$ cat src/rtl/rf_pulse_gen.sv
// rf_pulse_gen: burst transmitter for the fsm_sync receiver path.
// A burst is frame_count frames of frame_len cycles. Each frame carries one
// rfin pulse at [pulse_pos, pulse_pos+pulse_width) and one sh_en strobe at
// sh_pos. Config is shadowed on an accepted start. One LOAD cycle separates
// the start edge from the first frame cycle. All outputs are registered.
module rf_pulse_gen #(
  parameter int CNT_W = 16,
  parameter int FRM_W = 8
) (
  input  logic             clk,
  input  logic             rst,
  input  logic             start,
  input  logic             abort,
  input  logic [CNT_W-1:0] frame_len,
  input  logic [CNT_W-1:0] pulse_pos,
  input  logic [CNT_W-1:0] pulse_width,
  input  logic [CNT_W-1:0] sh_pos,
  input  logic [FRM_W-1:0] frame_count,
  output logic             rfin,
  output logic             sh_en,
  output logic [FRM_W-1:0] frame_idx,
  output logic             busy,
  output logic             done,
  output logic             cfg_err
);

  typedef enum logic [2:0] {
    S_IDLE = 3'd0,
    S_LOAD = 3'd1,
    S_PRE  = 3'd2,
    S_HIGH = 3'd3,
    S_POST = 3'd4,
    S_DONE = 3'd5
  } state_t;

  state_t           state_q, state_d;
  logic [CNT_W-1:0] cnt_q, cnt_d;
  logic [FRM_W-1:0] frame_idx_q, frame_idx_d;
  logic [CNT_W-1:0] len_q, pos_q, wid_q, sh_q;
  logic [FRM_W-1:0] frames_q;
  logic             cfg_err_q, cfg_err_d;
  logic             rfin_q, sh_en_q, busy_q, done_q;
  logic             cfg_load_s, cfg_bad_s, in_frame_s;
  logic [CNT_W:0]   cfg_end_s;

  // Which window of the frame a given cycle index falls into.
  function automatic state_t region(input logic [CNT_W-1:0] k,
                                    input logic [CNT_W-1:0] pos,
                                    input logic [CNT_W-1:0] wid);
    logic [CNT_W:0] end_v;
    end_v = {1'b0, pos} + {1'b0, wid};
    if ({1'b0, k} < {1'b0, pos}) begin
      return S_PRE;
    end else if ({1'b0, k} < end_v) begin
      return S_HIGH;
    end else begin
      return S_POST;
    end
  endfunction

  // Start validation on the raw config inputs; the sum is one bit wider so it cannot wrap.
  always_comb begin
    cfg_end_s = {1'b0, pulse_pos} + {1'b0, pulse_width};
    cfg_bad_s = (frame_len == CNT_W'(0)) || (pulse_width == CNT_W'(0)) ||
                (frame_count == FRM_W'(0)) || (cfg_end_s > {1'b0, frame_len}) ||
                (sh_pos >= frame_len);
  end

  // Next-state, counter, frame index and error-flag logic.
  always_comb begin
    state_d     = state_q;
    cnt_d       = cnt_q;
    frame_idx_d = frame_idx_q;
    cfg_err_d   = cfg_err_q;
    cfg_load_s  = 1'b0;
    case (state_q)
      S_IDLE: begin
        if (abort) begin
          state_d = S_IDLE;
        end else if (start && cfg_bad_s) begin
          cfg_err_d = 1'b1;
        end else if (start) begin
          cfg_err_d   = 1'b0;
          cfg_load_s  = 1'b1;
          cnt_d       = CNT_W'(0);
          frame_idx_d = FRM_W'(0);
          state_d     = S_LOAD;
        end else begin
          state_d = S_IDLE;
        end
      end
      S_LOAD: begin
        if (abort) begin
          state_d = S_IDLE;
        end else begin
          cnt_d   = CNT_W'(0);
          state_d = region(CNT_W'(0), pos_q, wid_q);
        end
      end
      S_PRE, S_HIGH, S_POST: begin
        if (abort) begin
          state_d = S_IDLE;
        end else if (cnt_q == len_q - CNT_W'(1)) begin
          if (frame_idx_q == frames_q - FRM_W'(1)) begin
            state_d = S_DONE;
          end else begin
            cnt_d       = CNT_W'(0);
            frame_idx_d = frame_idx_q + FRM_W'(1);
            state_d     = region(CNT_W'(0), pos_q, wid_q);
          end
        end else begin
          cnt_d   = cnt_q + CNT_W'(1);
          state_d = region(cnt_q + CNT_W'(1), pos_q, wid_q);
        end
      end
      S_DONE: begin
        state_d = S_IDLE;
      end
      default: begin
        state_d = S_IDLE;
      end
    endcase
    in_frame_s = (state_d == S_PRE) || (state_d == S_HIGH) || (state_d == S_POST);
  end

  // State, counter, shadow config and registered outputs.
  always_ff @(posedge clk or posedge rst) begin
    if (rst) begin
      state_q     <= S_IDLE;
      cnt_q       <= CNT_W'(0);
      frame_idx_q <= FRM_W'(0);
      len_q       <= CNT_W'(0);
      pos_q       <= CNT_W'(0);
      wid_q       <= CNT_W'(0);
      sh_q        <= CNT_W'(0);
      frames_q    <= FRM_W'(0);
      cfg_err_q   <= 1'b0;
      rfin_q      <= 1'b0;
      sh_en_q     <= 1'b0;
      busy_q      <= 1'b0;
      done_q      <= 1'b0;
    end else begin
      state_q     <= state_d;
      cnt_q       <= cnt_d;
      frame_idx_q <= frame_idx_d;
      cfg_err_q   <= cfg_err_d;
      rfin_q      <= (state_d == S_HIGH);
      sh_en_q     <= in_frame_s && (cnt_d == sh_q);
      busy_q      <= in_frame_s;
      done_q      <= (state_d == S_DONE);
      if (cfg_load_s) begin
        len_q    <= frame_len;
        pos_q    <= pulse_pos;
        wid_q    <= pulse_width;
        sh_q     <= sh_pos;
        frames_q <= frame_count;
      end else begin
        len_q    <= len_q;
        pos_q    <= pos_q;
        wid_q    <= wid_q;
        sh_q     <= sh_q;
        frames_q <= frames_q;
      end
    end
  end

  assign rfin      = rfin_q;
  assign sh_en     = sh_en_q;
  assign frame_idx = frame_idx_q;
  assign busy      = busy_q;
  assign done      = done_q;
  assign cfg_err   = cfg_err_q;

endmodule
$ cat config.mk
export PLATFORM = sky130hd
export DESIGN_NAME = rf_pulse_gen
export DESIGN_NICKNAME = d
export VERILOG_FILES = /design/src/rtl/rf_pulse_gen.sv
export SDC_FILE = /design/constraint.sdc
export NUM_CORES = 1
export LEC_CHECK = 0
export BUFFER_PORTS_ARGS = -buffer_cell sky130_fd_sc_hd__buf_2
export CAP_MARGIN = 30
export CORE_ASPECT_RATIO = 2
export CORE_MARGIN = 3
export CORE_UTILIZATION = 45
export CTS_BUF_LIST = sky130_fd_sc_hd__clkbuf_2 sky130_fd_sc_hd__clkbuf_4 sky130_fd_sc_hd__clkbuf_8
export CTS_CLUSTER_DIAMETER = 120
export CTS_CLUSTER_SIZE = 10
export DETAILED_ROUTE_END_ITERATION = 10
export PLACE_DENSITY_LB_ADDON = 0.1
export SLEW_MARGIN = 20
export SYNTH_ARGS = -nofsm -noshare
export SYNTH_HDL_FRONTEND = slang
export SYNTH_SLANG_ARGS = --single-unit
export TNS_END_PERCENT = 30
$ cat constraint.sdc
create_clock -name clk -period 4.6 [get_ports clk]
set_input_delay 1.15 -clock clk [delete_from_list [all_inputs] [get_ports clk]]
set_output_delay 1.15 -clock clk [all_outputs]
set_load 0.05 [all_outputs]
==> results.md <==
- The startpoint identified for the worst register-to-register timing path is cnt_q[2].
- The max-slew violation total from the final report is 0.
- The post-DP HPWL is 23700 um.
- IR analysis of the VDD net gives a maximum drop of approximately 0.00036 V.
- Once detail routing completed, the nets flagged for antenna violations numbered 0.
- STA classifies the critical path endpoint as a flip-flop.
- The library cell used most frequently in the layout, excluding fill and tap cells, is buf_4.
- The most numerous cell type found on the critical path is buf_4.
- The type of the tightest min-delay check is flip-flop to flip-flop.
- The buffer type at the clock tree root is clkbuf_8.
- For hold timing, the worst endpoint is sh_q[12].
- The number of global-route vias before repair is about 8000.
- The number of filler cells placed in the layout is 1837.
- STA classifies the critical path startpoint as a primary input.
- The first detailed-routing pass took 5 iterations.
- Setup repair after global routing could not meet its margin everywhere.
- The mapped netlist covers between 0.008 and 0.009 mm^2.
- The minimum clock period is roughly 5.5 ns.
- Of the total power, combinational logic draws between 50% and 60%.
- The initial antenna violation count is 0.
- The first-pass GRT wire length is around 43000 um.
- The number of max-capacitance violations reported is 0.
- The core region is 0.0188 mm^2.
- The delay of the slowest cell on the worst path is approximately 0.40 ns.
- Entering global routing, the biggest net connects 61 pins.
- In this run the worst path has a maximum fanout of 7.
- After layout, the design draws a total of between 0.005 and 0.006 W.
- The number of top-level pins is 89.
- No sink is reached through more buffers than the 2 on the longest clock path.
- At the end of routability-driven placement, the weighted congestion stood at 0.974.
- Dividing the detail-routed wire length by the instance count gives between 20 and 25 um.
- The total of flip-flops plus latches after synthesis is roughly 100.
- The number of synthesized flops with an enable pin is 0.
- The full die area is 0.0209 mm^2.
- The clock skew is between 0.015 and 0.02 ns.
- The run finished, with violations left.
- The per-instance average area after synthesis is between 9 and 10 um^2.
- The chip width is between 100 and 150 um.
- The commonest register cell after synthesis is dfrtp_1.
- The net switching power is 0.00255 W.
- The overall overflow remaining after global route is 0.
- By area the synthesized netlist is led by dfrtp_1, ha_1, mux2_2.
- The number of nets in the finished design is between 1000 and 1500.
- In this run the vertical extent of the chip is 202 um.
- After synthesis, the netlist uses 71 different library cells.
- The tightest slew margin relative to the limit is a little under half.
- For flop-to-flop paths, the worst setup slack is -0.01 ns.
- The clock latency of the later-clocked register in the worst-skew pair is around 0.39 ns.
- The worst register-to-register path has a depth of 17.
- The floorplan has slightly above 70 rows.
- For this run, the register share of the synthesized area comes to 30.2%.
- The routed layout has 8085 vias.
- The detailed-route vias per instance is roughly 5.7.
- Net switching is between 40 and 50% of the power.
- The number of endpoints with negative hold slack in the final report is 0.
- Adding up every negative setup slack in the final design gives -42.41 ns.
- The synthesized netlist net count is 1111.
- After synthesis, the largest area contributor takes up between 30 and 40% of total cell area.
- The checks that failed: negative setup slack.
- The analysis attributes to cell leakage a power of 5.36 nW.
- The cell type with the largest total area after synthesis is dfrtp_1.
- Sequential cells burn roughly 30% of the power.
- For this design, the sink count on the clock tree is roughly 100.
- The initial standard-cell utilization of the core is 45.7%.
- The start point of the worst min-delay path is sh_q[12].
- The count of warnings emitted by yosys is 0.
- The count of inserted antenna diode cells is 0.
- The ratio of cells with drive above 1 in the final layout is 31.9%.
- Summed over all layers, the routed wires come to 29700 um.
- The maximum clock rate is between 150 and 200 MHz.
- The library cells used most frequently in the layout, excluding fill and tap cells, are buf_4, dfrtp_1, ha_1, buf_2, inv_1.
- The number of remaining DRC errors is 0.
- Data on the critical path is required at its endpoint by 4.89 ns.
- The H-tree depth reported by CTS is 3.
- The share of power burned in the clock network is between 10 and 15%.
- Along the worst hold path, the cell count comes to 1.
- Port buffering added 88 buffers.
- For this design the ratio of total power to cell area is a little over 500 mW/mm^2.
- The worst setup margin is -0.919 ns.
- The synthesized instance count is a little over 900.
- The capture point of the worst reg-to-reg path is sh_en.
- Counting the buffers created by CTS gives 9.
- The post-synthesis to final-layout area growth is 27.8%.
- The number of endpoints failing setup at the final stage is 100.
- The portion of the clock cycle consumed by the worst path in the final layout is 120%.
- Data arrives at the worst endpoint at just under 6 ns.
- The number of DRC markers in iteration 0 is between 300 and 400.
- TritonCTS built the clock tree.
- The overall track demand over capacity in global routing is 27.1%.
- The share of async-settable or async-resettable flops after synthesis is 100%.
- The slowest stage of the critical path is the a2111o_1 cell.
- The slew at the pin closest to its max-slew limit is 0.808 ns.
- The start-to-end type of the worst setup path is primary input to flip-flop.
- The cell-internal power is 0.00308 W.
- The number of hold buffers added after CTS is 0.
- After clock tree synthesis, the clock-pin slew on the worst setup and hold paths is 0.10 ns.
- Measured on the finished design, the core utilization comes to 58.4%.
- On the final layout, the worst hold slack is between 0.5 and 0.6 ns.
==> stage by stage <==
step	cells	area, um^2	worst slack, ns
floorplan	935	8710	-0.966
global placement	1368	10200	-1.33
detailed placement	1369	10200	-1.41
CTS	1391	10600	-0.927
global route	1410	11000	-1.24
finish	1410	11000	-0.919
==> routing by layer <==
metal / up-vias / share of wire [%] / track usage (%)
met1: 3879 / 33 / 25.4
met5: - / 0 / 0
li1: 3879 / - / -
met2: 231 / 56 / 53.8
met3: 96 / 2.7 / 2.44
met4: 0 / 8.5 / 18.9
==> state kept, by name, indices dropped and copies added (netlist names) <==
| name | flops |
|---|---|
| rfin | 1 |
| done | 1 |
| state_q | 3 |
| busy | 1 |
| cnt_q | 16 |
| len_q | 16 |
| cfg_err | 1 |
| frame_idx | 8 |
| pos_q | 16 |
| sh_en | 1 |
| frames_q | 8 |
| wid_q | 16 |
| sh_q | 16 |
==> power by group through the flow <==
stage | sequential (W) | combinational (W) | clock [W]
floorplan | 0.00151 | 0.00241 | 0
CTS | 0.00168 | 0.00327 | 0.000579
detailed placement | 0.00169 | 0.00321 | 0
global route | 0.00172 | 0.00380 | 0.000612
global placement | 0.00168 | 0.00317 | 0
finish | 0.00168 | 0.00337 | 0.000573
==> worst max path at each step <==
stage,endpoint,startpoint,cells after the start,slack (ns)
after floorplan,sh_en,pulse_pos[0],25,-0.97
after global placement,sh_en,pulse_pos[0],27,-1.33
after detailed placement,sh_en,pulse_pos[0],27,-1.41
after CTS,sh_en,pulse_pos[1],26,-0.93
after global routing,sh_en,pulse_width[0],27,-1.24
final,sh_en,pulse_width[0],29,-0.92
==> final cells by class <==
class | instances | area [um^2] | area share (%)
Clock inverter | 2 | 13.8 | 0.125
Tap cell | 255 | 319 | 2.90
Timing Repair Buffer | 229 | 1750 | 15.9
Multi-Input combinational cell | 739 | 5880 | 53.5
Inverter | 68 | 258 | 2.34
Sequential cell | 104 | 2600 | 23.7
Clock buffer | 13 | 173 | 1.57
==> what timing repair did <==
action	CTS	global route
pin swaps	33	14
gates cloned	0	11
setup buffers	7	8
endpoints found under the setup margin	100	101
gates resized for setup	31	50
==> synth_stat cells, types with 3 or more instances <==
cell and count:
o31ai_1 6, o21a_1 7, a22o_2 6, nor4b_1 3, mux2i_1 3, a22o_1 4
nand2_1 55, a21o_1 29, or4b_4 3, xor2_1 34, o21ai_0 65, o2111ai_1 4
a21oi_1 48, nor4_1 22, nor2_1 47, nand3_1 34, or2_2 6, nand3b_1 3
nor2b_1 9, o211ai_1 9, a31oi_1 8, buf_6 3, xnor2_1 50, and4_1 4
and3_1 9, inv_1 68, nor3_1 18, o2bb2ai_1 3, dfrtp_1 104, ha_1 98
and2_1 6, clkbuf_1 15, o21bai_1 7, a211oi_1 10, a2111oi_0 5, mux2_2 54
nand2b_1 4, buf_1 3, nand4_1 21, or3_1 7
==> cell families (layout without fill, tap and decap cells) <==
family,Yosys count,after routing,synth area share [%]
AO/OA/AOI/OAI,236,236,18.2
XOR/XNOR,84,84,8.55
adder cells (fa/ha/maj),100,100,14.7
buffers and inverters,93,312,4.55
flip-flops,104,104,30.2
multiplexers,57,57,7.41
AND/OR/NAND/NOR,261,262,16.3
==> worst max-delay path, delay by kind of cell <==
| family | cells | cell delay (ns) |
|---|---|---|
| simple gates | 2 | 0.25 |
| compound gates | 13 | 2.32 |
| fa+ha+maj | 3 | 0.73 |
| buf+inv | 9 | 1.05 |
| xor+xnor | 2 | 0.30 |
(Power assumes the default switching activity.)
